### src/rtl/uart_word_receiver_if.sv
// Word hand-off bundle between the UART word receiver and its consumer.
// The master drives the word and its valid flag. The slave drives ready.
interface uart_word_receiver_if;
  logic        word_valid;
  logic        word_ready;
  logic [31:0] word;

  modport master (output word_valid, output word, input word_ready);
  modport slave  (input word_valid, input word, output word_ready);
endinterface

### src/rtl/uart_word_receiver.sv
// 8N1 UART receiver with 16x oversampling. It packs four bytes, little-endian,
// into a 32-bit word offered on a valid/ready port, and keeps sticky error flags.
module uart_word_receiver #(
  parameter int unsigned OVERSAMPLE_DIV = 54,
  parameter int unsigned TIMEOUT_BITS   = 64
) (
  input  logic                        iFpgaClock,
  input  logic                        iCpuReset,
  input  logic                        iUartRx,
  output logic                        oByteValid,
  output logic [7:0]                  oByte,
  uart_word_receiver_if.master        word_bus,
  output logic                        oFramingError,
  output logic                        oOverrun,
  output logic                        oPartialDropped,
  input  logic                        iClearErrors,
  output logic                        oBusy
);
  localparam int unsigned DIV_W    = (OVERSAMPLE_DIV > 1) ? $clog2(OVERSAMPLE_DIV) : 1;
  localparam int unsigned TO_TICKS = TIMEOUT_BITS * 16;
  localparam int unsigned TO_W     = $clog2(TO_TICKS + 1);
  localparam logic [DIV_W-1:0] DIV_LAST = DIV_W'(OVERSAMPLE_DIV - 1);
  localparam logic [TO_W-1:0]  TO_LAST  = TO_W'(TO_TICKS - 1);

  typedef enum logic [2:0] {IDLE, START, DATA, STOP, WAIT_HIGH} state_t;

  state_t            state;
  logic              rx_meta, rxs;
  logic [DIV_W-1:0]  div_cnt;
  logic              tick;
  logic [3:0]        s;
  logic [2:0]        bit_cnt;
  logic [7:0]        shift;
  logic [1:0]        index;
  logic [7:0]        slot0, slot1, slot2;
  logic [TO_W-1:0]   to_cnt;

  assign tick  = (div_cnt == DIV_LAST);
  assign oBusy = (state != IDLE);

  // Synchronizer resets to the idle level so a reset never looks like a start bit.
  always_ff @(posedge iFpgaClock) begin
    if (!iCpuReset) begin
      rx_meta <= 1'b1;
      rxs     <= 1'b1;
      div_cnt <= '0;
    end else begin
      rx_meta <= iUartRx;
      rxs     <= rx_meta;
      div_cnt <= tick ? '0 : div_cnt + DIV_W'(1);
    end
  end

  always_ff @(posedge iFpgaClock) begin
    if (!iCpuReset) begin
      state               <= IDLE;
      s                   <= '0;
      bit_cnt             <= '0;
      shift               <= '0;
      index               <= '0;
      slot0               <= '0;
      slot1               <= '0;
      slot2               <= '0;
      to_cnt              <= '0;
      oByteValid          <= 1'b0;
      oByte               <= '0;
      word_bus.word_valid <= 1'b0;
      word_bus.word       <= '0;
      oFramingError       <= 1'b0;
      oOverrun            <= 1'b0;
      oPartialDropped     <= 1'b0;
    end else begin
      oByteValid <= 1'b0;
      // Clear first so that a set event later in this block wins.
      if (iClearErrors) begin
        oFramingError   <= 1'b0;
        oOverrun        <= 1'b0;
        oPartialDropped <= 1'b0;
      end
      if (word_bus.word_valid && word_bus.word_ready)
        word_bus.word_valid <= 1'b0;

      case (state)
        IDLE: if (!rxs) begin
          s     <= '0;
          state <= START;
        end
        START: if (tick) begin
          if (s == 4'd7) begin
            s       <= '0;
            bit_cnt <= '0;
            state   <= rxs ? IDLE : DATA;
          end else begin
            s <= s + 4'd1;
          end
        end
        DATA: if (tick) begin
          s <= s + 4'd1;
          if (s == 4'd15) begin
            shift   <= {rxs, shift[7:1]};
            bit_cnt <= bit_cnt + 3'd1;
            if (bit_cnt == 3'd7) state <= STOP;
          end
        end
        STOP: if (tick) begin
          s <= s + 4'd1;
          if (s == 4'd15) begin
            if (rxs) begin
              oByte      <= shift;
              oByteValid <= 1'b1;
              index      <= index + 2'd1;
              case (index)
                2'd0: slot0 <= shift;
                2'd1: slot1 <= shift;
                2'd2: slot2 <= shift;
                default: begin
                  if (!word_bus.word_valid || word_bus.word_ready) begin
                    word_bus.word       <= {shift, slot2, slot1, slot0};
                    word_bus.word_valid <= 1'b1;
                  end else begin
                    oOverrun <= 1'b1;
                  end
                end
              endcase
              state <= IDLE;
            end else begin
              oFramingError <= 1'b1;
              state         <= WAIT_HIGH;
            end
          end
        end
        WAIT_HIGH: if (rxs) state <= IDLE;
        default: state <= IDLE;
      endcase

      // Partial-word timeout only runs between frames, so it never competes with a byte accept.
      if (index == 2'd0 || (state == IDLE && !rxs)) begin
        to_cnt <= '0;
      end else if (state == IDLE && tick) begin
        if (to_cnt == TO_LAST) begin
          to_cnt          <= '0;
          index           <= '0;
          slot0           <= '0;
          slot1           <= '0;
          slot2           <= '0;
          oPartialDropped <= 1'b1;
        end else begin
          to_cnt <= to_cnt + TO_W'(1);
        end
      end
    end
  end
endmodule

### src/flat_wrapper.sv
// flat-port wrapper written by rule: the top's interface ports become plain ports
module uart_word_receiver_flat 
#(
  parameter int unsigned OVERSAMPLE_DIV = 54,
  parameter int unsigned TIMEOUT_BITS   = 64
)
  (iFpgaClock, iCpuReset, iUartRx, oByteValid, oByte, oFramingError, oOverrun, oPartialDropped, iClearErrors, oBusy, word_bus_word_valid, word_bus_word, word_bus_word_ready);
  uart_word_receiver_if word_bus_i ();
  input  logic iFpgaClock;
  input  logic iCpuReset;
  input  logic iUartRx;
  output logic oByteValid;
  output logic [7:0] oByte;
  output logic oFramingError;
  output logic oOverrun;
  output logic oPartialDropped;
  input  logic iClearErrors;
  output logic oBusy;
  output wire logic [$bits(word_bus_i.word_valid)-1:0] word_bus_word_valid;
  output wire logic [$bits(word_bus_i.word)-1:0] word_bus_word;
  input wire logic [$bits(word_bus_i.word_ready)-1:0] word_bus_word_ready;
  assign word_bus_word_valid = word_bus_i.word_valid;
  assign word_bus_word = word_bus_i.word;
  assign word_bus_i.word_ready = word_bus_word_ready;
  uart_word_receiver #(.OVERSAMPLE_DIV(OVERSAMPLE_DIV), .TIMEOUT_BITS(TIMEOUT_BITS)) u_core (.iFpgaClock(iFpgaClock), .iCpuReset(iCpuReset), .iUartRx(iUartRx), .oByteValid(oByteValid), .oByte(oByte), .word_bus(word_bus_i), .oFramingError(oFramingError), .oOverrun(oOverrun), .oPartialDropped(oPartialDropped), .iClearErrors(iClearErrors), .oBusy(oBusy));
endmodule
### config.mk
export PLATFORM = sky130hd
export DESIGN_NAME = uart_word_receiver_flat
export DESIGN_NICKNAME = d
export VERILOG_FILES = /design/src/rtl/uart_word_receiver_if.sv /design/src/rtl/uart_word_receiver.sv /design/src/flat_wrapper.sv
export SDC_FILE = /design/constraint.sdc
export NUM_CORES = 1
export LEC_CHECK = 0
export ABC_AREA = 1
export CORE_ASPECT_RATIO = 0.6
export CORE_MARGIN = 2
export CORE_UTILIZATION = 50
export CTS_CLUSTER_SIZE = 16
export DETAILED_ROUTE_END_ITERATION = 12
export PLACE_DENSITY = 0.78
export SYNTH_ARGS = -nofsm -noshare
export SYNTH_HDL_FRONTEND = slang
export SYNTH_SLANG_ARGS = --single-unit
export TNS_END_PERCENT = 1
### constraint.sdc
create_clock -name iFpgaClock -period 2.3 [get_ports iFpgaClock]
set_input_delay 0.46 -clock iFpgaClock [delete_from_list [all_inputs] [get_ports iFpgaClock]]
set_output_delay 0.46 -clock iFpgaClock [all_outputs]
set_load 0.02 [all_outputs]
==> impl_metrics.toml <==
[drt]
vias = 4069
first_pass_iters = 5
vias_per_cell = 5.22
postRouteAntennaNets = 0
drtIter0Drc = 306
wl_per_cell_um = 13.5
drc = 0
drt-total-wl_mm = 10.6

[worst_setup_path]
cp-start-kind = "flip-flop"
path_cells = "nor2_2 -> nand2_2 -> clkdlybuf4s50_1"
end_kind = "output port"
critPathBufInv = 1
arrival_ns = 1.75
slowest_stage = "clkdlybuf4s50_1"
critical_path.max_stage_delay_ns = 0.65
crit_family = "buffers and inverters"
crit_type = "flip-flop to output port"
critPathRequiredTime_ns = 1.84
crit_path_max_fanout = 5

[pwr]
powerDensity_nw_per_um2 = 814
leakage_nw = 2.00
peakVddDrop_mv = 0.391

[synth]
synth_top_area_frac = 0.474
synth.net_count = 634
synth_seq_cells = 108
ys_top_cells_by_count = "nand2_1 (131), dfxtp_1 (108), inv_1 (76), nor2_1 (70), a21oi_1 (64)"
synth_area_leaders = "dfxtp_1 (47%), nand2_1 (11%), a21oi_1 (7.0%)"
synthFlopType = "dfxtp_1"
ys_types = 26
yosysMostFrequentCell = "nand2_1"
synth_area_um2 = 4560
yosysWarnings = 0
syn_avg_cell_area_um2 = 7.37
synth_edf_count = 0
seq_area_frac_synth = 0.474
async_flop_share = 0
synthCells = 619
yosysTopAreaCell = "dfxtp_1"

[sta]
slew_headroom = 0.636
holdWs_ns = 0.448
hold_viol = 0
timing.fmax_mhz = 452
layout_min_cycle_time_ns = 2.21
timing_max_transition_violations_final = 0
setup_viol = 0
tightest_slew_ns = 0.545
finalCritPeriodShare = 0.963
rsz0062_at_grt = "yes"
fin_skew_ns = 0.00482

[final_layout]
multiInputGateArea_um2 = 1990
area_delta_synth_final_pct = 20.3
final_nets = 678
utilization = 0.632
drive_gt1_frac = 0.0659
antennaDiodeCount = 0
fillers = 745
finalInstanceArea_um2 = 5490
seqCellArea_um2 = 2160

[placement]
postPlaceCellArea_um2 = 5140
gp_congestion = 0.871
port_buffers = 50
place_hpwl_mm = 7.29

[global_route]
antenna_found_initial = 0
grt_max_degree = 33
grt_pass1_wl_mm = 17.7
grt_overflow = 0
grt_pass1_vias = 3794
grtUsageTotal = 0.223

[die]
dieHeight_um = 78.0
die_x_um = 127
rows = 26
core_area_um2 = 8690
start_util = 0.525
fp.dieArea_um2 = 9920
num_io_pins = 51

[flow_run]
maxCapViolations = 0

[cts]
post_cts_resized = 0
clkLatencyLatePin_ns = 0.35
cts_max_path_buffers = 2
clk_pin_slew_ns = 0.07
cts_max_level = 3
cts_setup_buffers = 0
cts_tree = "yes"
numCtsBuffers = 9
numClockSinks = 108
cts_hold_buf = 0
root_buffer = "clkbuf_16"

[run_status]
outcome = "finished clean"

[min_path]
hp-class = "flip-flop to flip-flop"
[metrics by stage]
stage / setup TNS [ns] / power [mW] / worst slack [ns] / cells
after floorplan: 0 / 2.59 / 0.652 / 619
after global placement: 0 / 2.72 / 0.335 / 764
after detailed placement: 0 / 2.76 / 0.286 / 764
after CTS: 0 / 4.48 / 0.0983 / 780
after global routing: -0.0215 / 4.64 / -0.0135 / 780
final: 0 / 4.47 / 0.0856 / 780
[power breakdown]
group,switching (mW),total [mW],internal [mW]
registers,0.0679,2.00,1.93
logic,0.501,0.746,0.245
clock network,0.678,1.72,1.04
total,1.25,4.47,3.22
[path summary, 6_finish.rpt]
| check | from | depth (start not counted) | end | slack (ns) |
|---|---|---|---|---|
| worst min register to register | u_core.rx_meta | 1 | u_core.rxs | 0.45 |
| worst max-delay path | u_core.state[0] | 3 | oBusy | 0.09 |
| worst max register to register | u_core.div_cnt[0] | 9 | u_core.slot2[2] | 0.18 |
| worst min-delay path | u_core.rx_meta | 1 | u_core.rxs | 0.45 |
[layout make-up]
cell class	instances	area share
clock inverter	3	0.0123
inverter	79	0.0541
sequential	108	0.394
tap	112	0.0255
clock buffer	13	0.0493
multi-input combinational	409	0.363
timing repair buffer	56	0.102
[kinds of logic after synthesis]
| logic type | Yosys count | synth area share |
|---|---|---|
| AO/OA/AOI/OAI | 113 | 0.125 |
| AND/OR/NAND/NOR | 280 | 0.271 |
| buffers and inverters | 102 | 0.0908 |
| adder cells (fa/ha/maj) | 10 | 0.0274 |
| flip-flops | 108 | 0.474 |
| XOR/XNOR | 6 | 0.0115 |
[sequential cells by signal, indices dropped and copies added, names as in the netlist, 6 cells and up]
register,count
u_core.word_bus.word,32
u_core.to_cnt,11
u_core.oByte,8
u_core.shift,8
u_core.slot0,8
u_core.slot1,8
u_core.slot2,8
u_core.div_cnt,6
[worst reg2reg max path, stage by stage, from the launching register on]
cell     delay (ns)
dfxtp_1        0.40
ha_1           0.21
nand2_1        0.08
nor2_2         0.12
nand2_4        0.13
nor2_4         0.19
nand3_1        0.38
o21ai_0        0.38
inv_1          0.07
nor2_1         0.09
[metal layers]
layer  share of wire  track usage  up-vias
li1                -            -     2050
met2            0.42        0.353      132
met3           0.063       0.0648       16
met1            0.50        0.300     1871
met5               0            0        -
met4           0.011       0.0527        0
[cell usage in the layout, fill, tap and decap left out, types with 9 or more instances in the layout]
master,n
nand2_1,131
dfxtp_1,108
inv_1,76
nor2_1,69
a21oi_1,64
nand3_1,52
clkdlybuf4s50_1,50
o21ai_0,48
ha_1,10
clkbuf_16,9
Power figures use the tool's default switching activity.
